**src/rtl/game_pkg.sv**
```systemverilog
// Shared encodings for the game sequencer: FSM states, power-up codes, tone table.
// Pure declarations; no logic, no latency.
package game_pkg;

    typedef enum logic [2:0] {
        S_IDLE     = 3'd0,
        S_RUN      = 3'd1,
        S_COOLDOWN = 3'd2,
        S_WIN      = 3'd3,
        S_LOSE     = 3'd4
    } state_t;

    localparam logic [1:0] PK_NONE = 2'd0;
    localparam logic [1:0] PK_HARM = 2'd1;
    localparam logic [1:0] PK_HEAL = 2'd2;
    localparam logic [1:0] PK_RSVD = 2'd3;

    localparam logic [12:0] HIT_FREQ     = 13'd500;
    localparam logic [5:0]  HIT_FRAMES   = 6'd60;
    localparam logic [12:0] SCORE_FREQ   = 13'd6500;
    localparam logic [5:0]  SCORE_FRAMES = 6'd5;

    localparam logic [9:0] SCORE_MAX = 10'd1023;

    function automatic logic [9:0] score_inc(input logic [9:0] s);
        return (s == SCORE_MAX) ? s : s + 10'd1;
    endfunction

endpackage

```
**src/rtl/game_sequencer_if.sv**
```systemverilog
// Player/collision inputs and score/lives/overlay/tone outputs of the game sequencer.
// Plain level/strobe signals; no handshake, no backpressure.
interface game_sequencer_if;
    logic        frame_tick;
    logic        start_in;
    logic        restart_in;
    logic        pipe_passed;
    logic        pipe_hit;
    logic        power_hit;
    logic [1:0]  power_kind;
    logic [9:0]  score;
    logic [1:0]  lives;
    logic [2:0]  state;
    logic        go_win;
    logic        go_lose;
    logic [12:0] buzz_freq;
    logic        buzz_on;

    modport master (
        output frame_tick, start_in, restart_in, pipe_passed, pipe_hit, power_hit, power_kind,
        input  score, lives, state, go_win, go_lose, buzz_freq, buzz_on
    );

    modport slave (
        input  frame_tick, start_in, restart_in, pipe_passed, pipe_hit, power_hit, power_kind,
        output score, lives, state, go_win, go_lose, buzz_freq, buzz_on
    );
endinterface

```
**src/rtl/game_sequencer_sound_arbiter.sv**
```systemverilog
// Buzzer arbiter: hit tone preempts everything, score tone only starts on silence.
// One-CLOCK load latency; duration counted in frames; events arriving while busy are dropped.
module sound_arbiter
    import game_pkg::*;
(
    input  logic        clk,
    input  logic        reset,
    input  logic        frame_tick,
    input  logic        hit_evt,
    input  logic        score_evt,
    output logic [12:0] buzz_freq,
    output logic        buzz_on
);
    logic [5:0] buzz_time;

    always_ff @(posedge clk) begin
        if (reset) begin
            buzz_time <= '0;
            buzz_freq <= '0;
        end else if (hit_evt) begin
            buzz_time <= HIT_FRAMES;
            buzz_freq <= HIT_FREQ;
        end else if (score_evt && buzz_time == '0) begin
            buzz_time <= SCORE_FRAMES;
            buzz_freq <= SCORE_FREQ;
        end else if (frame_tick && buzz_time != '0) begin
            buzz_time <= buzz_time - 6'd1;
        end
    end

    assign buzz_on = (buzz_time != '0);
endmodule

```
**src/rtl/game_sequencer.sv**
```systemverilog
// Game flow FSM: start/run/cooldown/win/lose, score and lives bookkeeping, tone requests.
// Transitions take effect on frame_tick CLOCKs (score on any CLOCK); inputs are never stalled.
module game_sequencer
    import game_pkg::*;
#(
    parameter int START_LIVES  = 2,
    parameter int MAX_LIVES    = 3,
    parameter int WIN_SCORE    = 37,
    parameter int HIT_COOLDOWN = 60
) (
    input  logic             CLOCK,
    input  logic             reset,
    game_sequencer_if.slave  bus
);
    localparam logic [1:0]  START_L = 2'(START_LIVES);
    localparam logic [1:0]  MAX_L   = 2'(MAX_LIVES);
    localparam logic [9:0]  WIN_S   = 10'(WIN_SCORE);
    localparam logic [15:0] CD_INIT = 16'(HIT_COOLDOWN);

    state_t      state_q, state_d;
    logic [9:0]  score_q, score_d;
    logic [1:0]  lives_q, lives_d;
    logic [15:0] cool_q, cool_d;
    logic        pipe_q, power_q;
    logic        pipe_rise, power_rise, playing, score_evt, hit_evt;

    always_ff @(posedge CLOCK) begin
        if (reset) begin
            state_q <= S_IDLE;
            score_q <= '0;
            lives_q <= START_L;
            cool_q  <= '0;
            pipe_q  <= 1'b0;
            power_q <= 1'b0;
        end else begin
            state_q <= state_d;
            score_q <= score_d;
            lives_q <= lives_d;
            cool_q  <= cool_d;
            if (bus.frame_tick) begin
                pipe_q  <= bus.pipe_hit;
                power_q <= bus.power_hit;
            end
        end
    end

    // Edges are measured frame-to-frame, so a hit held across frames counts once.
    assign pipe_rise  = bus.frame_tick & bus.pipe_hit  & ~pipe_q;
    assign power_rise = bus.frame_tick & bus.power_hit & ~power_q;
    assign playing    = (state_q == S_RUN) || (state_q == S_COOLDOWN);
    assign score_evt  = playing && bus.pipe_passed && (score_q != SCORE_MAX);

    always_comb begin
        state_d = state_q;
        score_d = score_evt ? score_inc(score_q) : score_q;
        lives_d = lives_q;
        cool_d  = cool_q;
        hit_evt = 1'b0;
        if (bus.frame_tick) begin
            case (state_q)
                S_IDLE: begin
                    if (bus.start_in) begin
                        state_d = S_RUN;
                        score_d = '0;
                        lives_d = START_L;
                    end
                end
                S_RUN, S_COOLDOWN: begin
                    if (score_q >= WIN_S) begin
                        state_d = S_WIN;
                    end else if (state_q == S_RUN && pipe_rise) begin
                        hit_evt = 1'b1;
                        if (lives_q != '0) begin
                            lives_d = lives_q - 2'd1;
                            cool_d  = CD_INIT;
                            state_d = S_COOLDOWN;
                        end else begin
                            state_d = S_LOSE;
                        end
                    end else begin
                        if (state_q == S_COOLDOWN) begin
                            cool_d = (cool_q > 16'd1) ? cool_q - 16'd1 : '0;
                            if (cool_q <= 16'd1) state_d = S_RUN;
                        end
                        if (power_rise && bus.power_kind == PK_HEAL && lives_q < MAX_L)
                            lives_d = lives_q + 2'd1;
                        else if (power_rise && bus.power_kind == PK_HARM && lives_q != '0)
                            lives_d = lives_q - 2'd1;
                    end
                end
                S_WIN, S_LOSE: begin
                    if (bus.restart_in) state_d = S_IDLE;
                end
                default: state_d = S_IDLE;
            endcase
        end
    end

    always_comb begin
        bus.state   = state_q;
        bus.score   = score_q;
        bus.lives   = lives_q;
        bus.go_win  = (state_q == S_WIN);
        bus.go_lose = (state_q == S_LOSE);
    end

    sound_arbiter u_sound (
        .clk       (CLOCK),
        .reset     (reset),
        .frame_tick(bus.frame_tick),
        .hit_evt   (hit_evt),
        .score_evt (score_evt),
        .buzz_freq (bus.buzz_freq),
        .buzz_on   (bus.buzz_on)
    );
endmodule

```
**src/flat_wrapper.sv**
```systemverilog
// flat-port wrapper written by rule: the top's interface ports become plain ports
module game_sequencer_flat import game_pkg::*;
#(
    parameter int START_LIVES  = 2,
    parameter int MAX_LIVES    = 3,
    parameter int WIN_SCORE    = 37,
    parameter int HIT_COOLDOWN = 60
)
  (CLOCK, reset, bus_frame_tick, bus_start_in, bus_restart_in, bus_pipe_passed, bus_pipe_hit, bus_power_hit, bus_power_kind, bus_score, bus_lives, bus_state, bus_go_win, bus_go_lose, bus_buzz_freq, bus_buzz_on);
  game_sequencer_if bus_i ();
  input  logic CLOCK;
  input  logic reset;
  input wire logic [$bits(bus_i.frame_tick)-1:0] bus_frame_tick;
  input wire logic [$bits(bus_i.start_in)-1:0] bus_start_in;
  input wire logic [$bits(bus_i.restart_in)-1:0] bus_restart_in;
  input wire logic [$bits(bus_i.pipe_passed)-1:0] bus_pipe_passed;
  input wire logic [$bits(bus_i.pipe_hit)-1:0] bus_pipe_hit;
  input wire logic [$bits(bus_i.power_hit)-1:0] bus_power_hit;
  input wire logic [$bits(bus_i.power_kind)-1:0] bus_power_kind;
  output wire logic [$bits(bus_i.score)-1:0] bus_score;
  output wire logic [$bits(bus_i.lives)-1:0] bus_lives;
  output wire logic [$bits(bus_i.state)-1:0] bus_state;
  output wire logic [$bits(bus_i.go_win)-1:0] bus_go_win;
  output wire logic [$bits(bus_i.go_lose)-1:0] bus_go_lose;
  output wire logic [$bits(bus_i.buzz_freq)-1:0] bus_buzz_freq;
  output wire logic [$bits(bus_i.buzz_on)-1:0] bus_buzz_on;
  assign bus_i.frame_tick = bus_frame_tick;
  assign bus_i.start_in = bus_start_in;
  assign bus_i.restart_in = bus_restart_in;
  assign bus_i.pipe_passed = bus_pipe_passed;
  assign bus_i.pipe_hit = bus_pipe_hit;
  assign bus_i.power_hit = bus_power_hit;
  assign bus_i.power_kind = bus_power_kind;
  assign bus_score = bus_i.score;
  assign bus_lives = bus_i.lives;
  assign bus_state = bus_i.state;
  assign bus_go_win = bus_i.go_win;
  assign bus_go_lose = bus_i.go_lose;
  assign bus_buzz_freq = bus_i.buzz_freq;
  assign bus_buzz_on = bus_i.buzz_on;
  game_sequencer #(.START_LIVES(START_LIVES), .MAX_LIVES(MAX_LIVES), .WIN_SCORE(WIN_SCORE), .HIT_COOLDOWN(HIT_COOLDOWN)) u_core (.CLOCK(CLOCK), .reset(reset), .bus(bus_i));
endmodule
```
**config.mk**
```make
export PLATFORM = sky130hd
export DESIGN_NAME = game_sequencer_flat
export DESIGN_NICKNAME = d
export VERILOG_FILES = /design/src/rtl/game_pkg.sv /design/src/rtl/game_sequencer_if.sv /design/src/rtl/game_sequencer_sound_arbiter.sv /design/src/rtl/game_sequencer.sv /design/src/flat_wrapper.sv
export SDC_FILE = /design/constraint.sdc
export NUM_CORES = 1
export LEC_CHECK = 0
export CORE_AREA = 4 4 105 107
export DETAILED_ROUTE_END_ITERATION = 10
export DIE_AREA = 0 0 109 111
export DONT_BUFFER_PORTS = 1
export SLEW_MARGIN = 20
export SYNTH_ARGS = -nofsm -noshare
export SYNTH_HDL_FRONTEND = slang
export SYNTH_SLANG_ARGS = --single-unit
```
**constraint.sdc**
```tcl
create_clock -name CLOCK -period 2 [get_ports CLOCK]
set_input_delay 0.4 -clock CLOCK [delete_from_list [all_inputs] [get_ports CLOCK]]
set_output_delay 0.4 -clock CLOCK [all_outputs]
set_load 0.1 [all_outputs]
```
==> run_results.csv <==
group,metric,value,unit
critical_path,worstSetupPathType,"reg -> out",
yosys,syn_area,2500,µm²
placement,place.gp.congestion,0.856,
sta,hold_violations,0,
floorplanning,initial_core_util,24.6,%
sta,clock_skew,0.00430,ns
power_and_ir_drop,powerDensity,811,nW/µm²
sta,setup_viol,13,
yosys,ys_seq_elements,42,
placement,port_buffers,0,
sta,min_period,2.15,ns
drt,route.detailed.drc,0,
critical_path,path_cells,"inv_2 > ha_4 > or3b_4 > or3_4 > buf_12",
drt,drtAntennaViolNets,0,
run_status,status,"finished, violations left",
critical_path,cp-start-kind,"flip-flop",
global_routing,grt_pass1_wl,10800,µm
placement,dpl_cell_area,3160,µm²
critical_path,crit_buf_inv,2,
critical_path,crit_arrival,1.75,ns
global_routing,overflow,0,
final_layout,syn_to_final_growth,39.9,%
yosys,yosysWarningCount,0,
drt,vias,2381,
yosys,yosys.area.top_type_share,33.7,%
final_layout,drive_above_1_share,40.4,%
sta,max_slew_margin,62.9,%
critical_path,critPathSlowestCell,"or3b_4",
global_routing,grt_max_degree,25,
placement,dp_slack,-0.132,ns
placement,hpwlAfterDp,4770,µm
floorplanning,dieHeight,111,µm
global_routing,antenna_found_initial,1,
global_routing,grtUsageTotal,10.9,%
sta,fmax,464,MHz
final_layout,nets,376,
floorplanning,die_x,109,µm
yosys,synth_ff_type,"dfxtp_1",
global_routing,grt_pass1_vias,2321,
yosys,synthArstFlopShare,0,%
run_status,failed_checks,"setup timing",
critical_path,crit_path_max_fanout,3,
clock_tree,cts.path.max_buffers,2,
critical_path,cp-end-kind,"primary output",
floorplanning,dieArea,12100,µm²
power_and_ir_drop,power.leakage,1.33,nW
sta,tightestPinTransition,0.557,ns
sta,rsz0062_at_grt,"yes",
drt,drtPass1Iterations,4,
yosys,ys_seq_area_share,33.7,%
drt,drt_wl_total,6610,µm
floorplanning,core,10100,µm²
clock_tree,cts_root_buf,"clkbuf_8",
yosys,synth_common_cells,"dfxtp_1, nor2_1, a21oi_1",
power_and_ir_drop,vdd_drop_max,0.967,mV
flow_run,maxCapViolCount,0,
power_and_ir_drop,power,2.83,mW
hold_path,hp-class,"in -> reg",
clock_tree,cts_tree,"done",
clock_tree,cts_sinks,42,
floorplanning,rows,37,
clock_tree,clk_pin_slew,0.09,ns
clock_tree,htreeDepth,2,
yosys,yosysTopAreaCell,"dfxtp_1",
yosys,synth_area_per_cell,8.21,µm²
sta,setup_slack,-0.154,ns
clock_tree,cts_hold_buffers,0,
sta,drv_slew,0,
clock_tree,insertion_delay,0.30,ns
final_layout,finalInstanceArea,3490,µm²
yosys,synth_area_leaders,"dfxtp_1, a21oi_1, nor2_1",
yosys,synth_edf_count,0,
drt,vias_per_cell,4.81,
yosys,synthCells,304,
critical_path,path_delay_family,"simple AND/OR/NAND/NOR gates",
floorplanning,ios,41,
sta,finalCritPeriodShare,108,%
critical_path,crit_required,1.60,ns
drt,wl_per_cell,13.3,µm
yosys,ys_types,54,
critical_path,critPathMaxStageDelay,0.37,ns
final_layout,diodes,0,
yosys,yosysMostFrequentCell,"dfxtp_1",
clock_tree,cts_buffers,5,
drt,drt-initial-drc-count,59,
path summary, 6_finish.rpt:
check	end	startpoint	slack [ns]	cells after the start
worst max-delay path	bus_buzz_on	u_core.u_sound.buzz_time[1]	-0.15	5
worst min-delay path	u_core.u_sound.buzz_freq[11]	reset	0.15	1
worst max register to register	u_core.cool_q[11]	u_core.bus.score[7]	-0.11	7
worst min register to register	u_core.cool_q[3]	u_core.cool_q[3]	0.50	2
final cells by class:
cell class | count | area (µm²)
Clock buffer | 5 | 68.8
Clock inverter | 3 | 20.0
Fill cell | 1041 | 6650
Inverter | 15 | 60.1
Multi-Input combinational cell | 226 | 1660
Sequential cell | 42 | 893
Tap cell | 136 | 170
Timing Repair Buffer | 68 | 617
cell usage in the layout (no fill, tap or decap), drive strengths merged, types with 7 or more instances in the layout:
cell type  Yosys  routed
buf           14      68
nor3          16      16
a21oi         28      28
or4            7       7
xnor2         11      11
ha             8       8
or3           10      10
dfxtp         42      42
nand3          9       9
nor2          30      30
nand2          8       8
inv           15      15
o21ai         15      15
nand4          7       7
worst reg2reg max path: stages (launching register included):
cell	delay, ns
dfxtp_4	0.35
or4_4	0.54
a311oi_4	0.28
buf_4	0.19
nand3_4	0.11
buf_6	0.15
or3_1	0.32
a21oi_2	0.11
routing by layer:
layer	part of all wire (%)	global-route usage, %
met5	0.20	0
met4	2.8	5.05
met3	5.0	3.20
met2	49	17.6
met1	43	13.0
sequential cells by signal, indices dropped and copies added, names as in the netlist:
| register | flops |
|---|---|
| u_core.u_sound.buzz_freq | 3 |
| u_core.cool_q | 16 |
| u_core.bus.state | 3 |
| u_core.power_q | 1 |
| u_core.pipe_q | 1 |
| u_core.u_sound.buzz_time | 6 |
| u_core.bus.lives | 2 |
| u_core.bus.score | 10 |
through the flow:
stage                     hold slack (ns)  cells  TNS, ns  utilization [%]
final                               0.151    495   -0.892             34.5
after global routing                0.132    495    -2.04             34.5
after CTS                           0.141    491   -0.944             33.0
after detailed placement            0.467    476   -0.694             31.2
after global placement              0.463    476   -0.322             31.2
after floorplan                     0.451    308   -0.530                -
logic make-up after synthesis:
family,count (synthesis),share of synthesized area (%)
AOI/OAI and AO/OA,75,19.7
buffers and inverters,40,7.72
DFF,42,33.7
muxes,3,1.20
other,1,0.150
xor gates and xnor gates,17,5.96
adders and majority gates,8,4.01
and+or+nand+nor,118,27.6
power breakdown:
part	leakage (nW)	switching, mW	internal, mW
Combinational	0.931	0.760	0.549
Sequential	0.353	0.0607	0.898
Clock	0.0422	0.321	0.246
Total	1.33	1.14	1.69
timing repair:
action,in CTS,in global routing
endpoints found under the setup margin,23,33
pin swaps,6,11
setup buffers,7,3
gates resized for setup,14,28
cloned,0,1
Power figures use the tool's default switching activity.
==> variant (config.mk and constraints unchanged) <==
`HIT_COOLDOWN` is set to 60 in 2 places; all go to 30.
--- a/src/rtl/game_sequencer.sv
+++ b/src/rtl/game_sequencer.sv
@@ -8,3 +8,3 @@
     parameter int WIN_SCORE    = 37,
-    parameter int HIT_COOLDOWN = 60
+    parameter int HIT_COOLDOWN = 30
 ) (
--- a/src/flat_wrapper.sv
+++ b/src/flat_wrapper.sv
@@ -6,3 +6,3 @@
     parameter int WIN_SCORE    = 37,
-    parameter int HIT_COOLDOWN = 60
+    parameter int HIT_COOLDOWN = 30
 )
Check against the original RTL: no difference found for any inputs over 4 cycles, from zero or initial values and one cycle with reset high; that may be too few to reach the edited logic, so the function may still have changed.
==> variant against the original RTL <==
Synthesized area rose by 1.0%; die area did not move; wire length fell by 2.1%; critical path depth rose by 2; power fell by 3.9%; hold slack improved by 5.9 ps; core utilization fell by 2.8 points; setup slack improved by 210 ps; sequential cell count did not move; final area fell by 8.1%; critical endpoint is now u_core.cool_q[15].
==> variant: results (changes against the original RTL) <==
For the leakage power figure, the log shows 0.001274 uW (-3.9%). The fraction of area in multi-input gates came out at 49.63% (+2.0 points). For the setup slack after placement, the log shows -91.28 ps (+40.92 ps).

The run gives 3.119 mm (+10%) as the met1 wire length. The run finished with clean final reports. The worst path arrival time was 2170 ps (+420 ps). The global-route track usage on met3 is 3.029% (-0.17 points). For the global-route usage over all layers, the log shows 10.62% (-0.26 points). For the cell count after synthesis, the log shows 309 (+1.6%). The tools report the count of filler cells inserted in the layout as 1066 (+2.4%). The cell count after placement is 465 (-2.3%), and the share of cells above drive strength 1 is 29.94% (-10 points). Slew at the pin with the worst max-slew slack: 530.3 ps (-26.71 ps). Non-clock inverter total of the final layout: 16 (+1). The logs give 0.8216 (-4.0%) for the placer congestion estimate and 16.58% (-1.1 points) for the global routing met2 resource utilization. The final net count is 361 (-4.0%), and the non-clock buffer total of the final layout is 44 (-35%). The maximum number of pins on one net before global-route repair was 34 (+36%). The highest metal layer used by the detailed router is met4.

The slack of the worst reg-to-reg path is 50 ps (+160 ps), and the initial DRC count is 142 (+140%). The worst-path maximum fanout came out at 8 (+5). The initial antenna violation count is 0 (-1). By count the netlist is led by dfxtp_1 (42), a21oi_1 (26), nand2_1 (25), nor2_1 (25), nand3_1 (16). The logs give 0.002958 mm^2 (-6.5%) for the area after detailed placement and 33.35% (-0.33 points) for the sequential element share of the synthesized area.

For the final cell count without fillers, the log shows 480 (-3.0%).
variant: cell count changes in the layout (fill, tap and decap cells not counted), moves of 4 or more:
cell / unedited run / this run
a21oi_1: 21 / 25
xnor2_1: 11 / 6
nand2_1: 8 / 22
buf_4: 52 / 36
o21ai_2: 4 / 0
nand3_1: 8 / 15
buf_6: 9 / 5
a21boi_0: 4 / 0
and3_1: 0 / 4
a21oi_2: 6 / 1
or3_1: 9 / 3
variant: report_power, final:
part / switching (uW) / total [uW] / leakage [uW] / internal (uW)
sequential: 66.4 / 966 / 0.000351 / 899
clock: 311 / 679 / 0.0000579 / 368
combinational: 749 / 1080 / 0.000865 / 331
variant: cell families after synthesis:
family,synth area share (%)
muxes,1.985
DFF,33.35
adders and majority gates,3.970
other,0.1487
and+or+nand+nor,30.57
xor gates and xnor gates,4.864
buffers and inverters,7.692
AOI/OAI and AO/OA,17.42
variant: what timing repair did:
item / CTS / global route
setup endpoints to repair: 19 / 25
resized for setup: 3 / 17
pin swaps: 2 / 15
setup buffers: 4 / 3
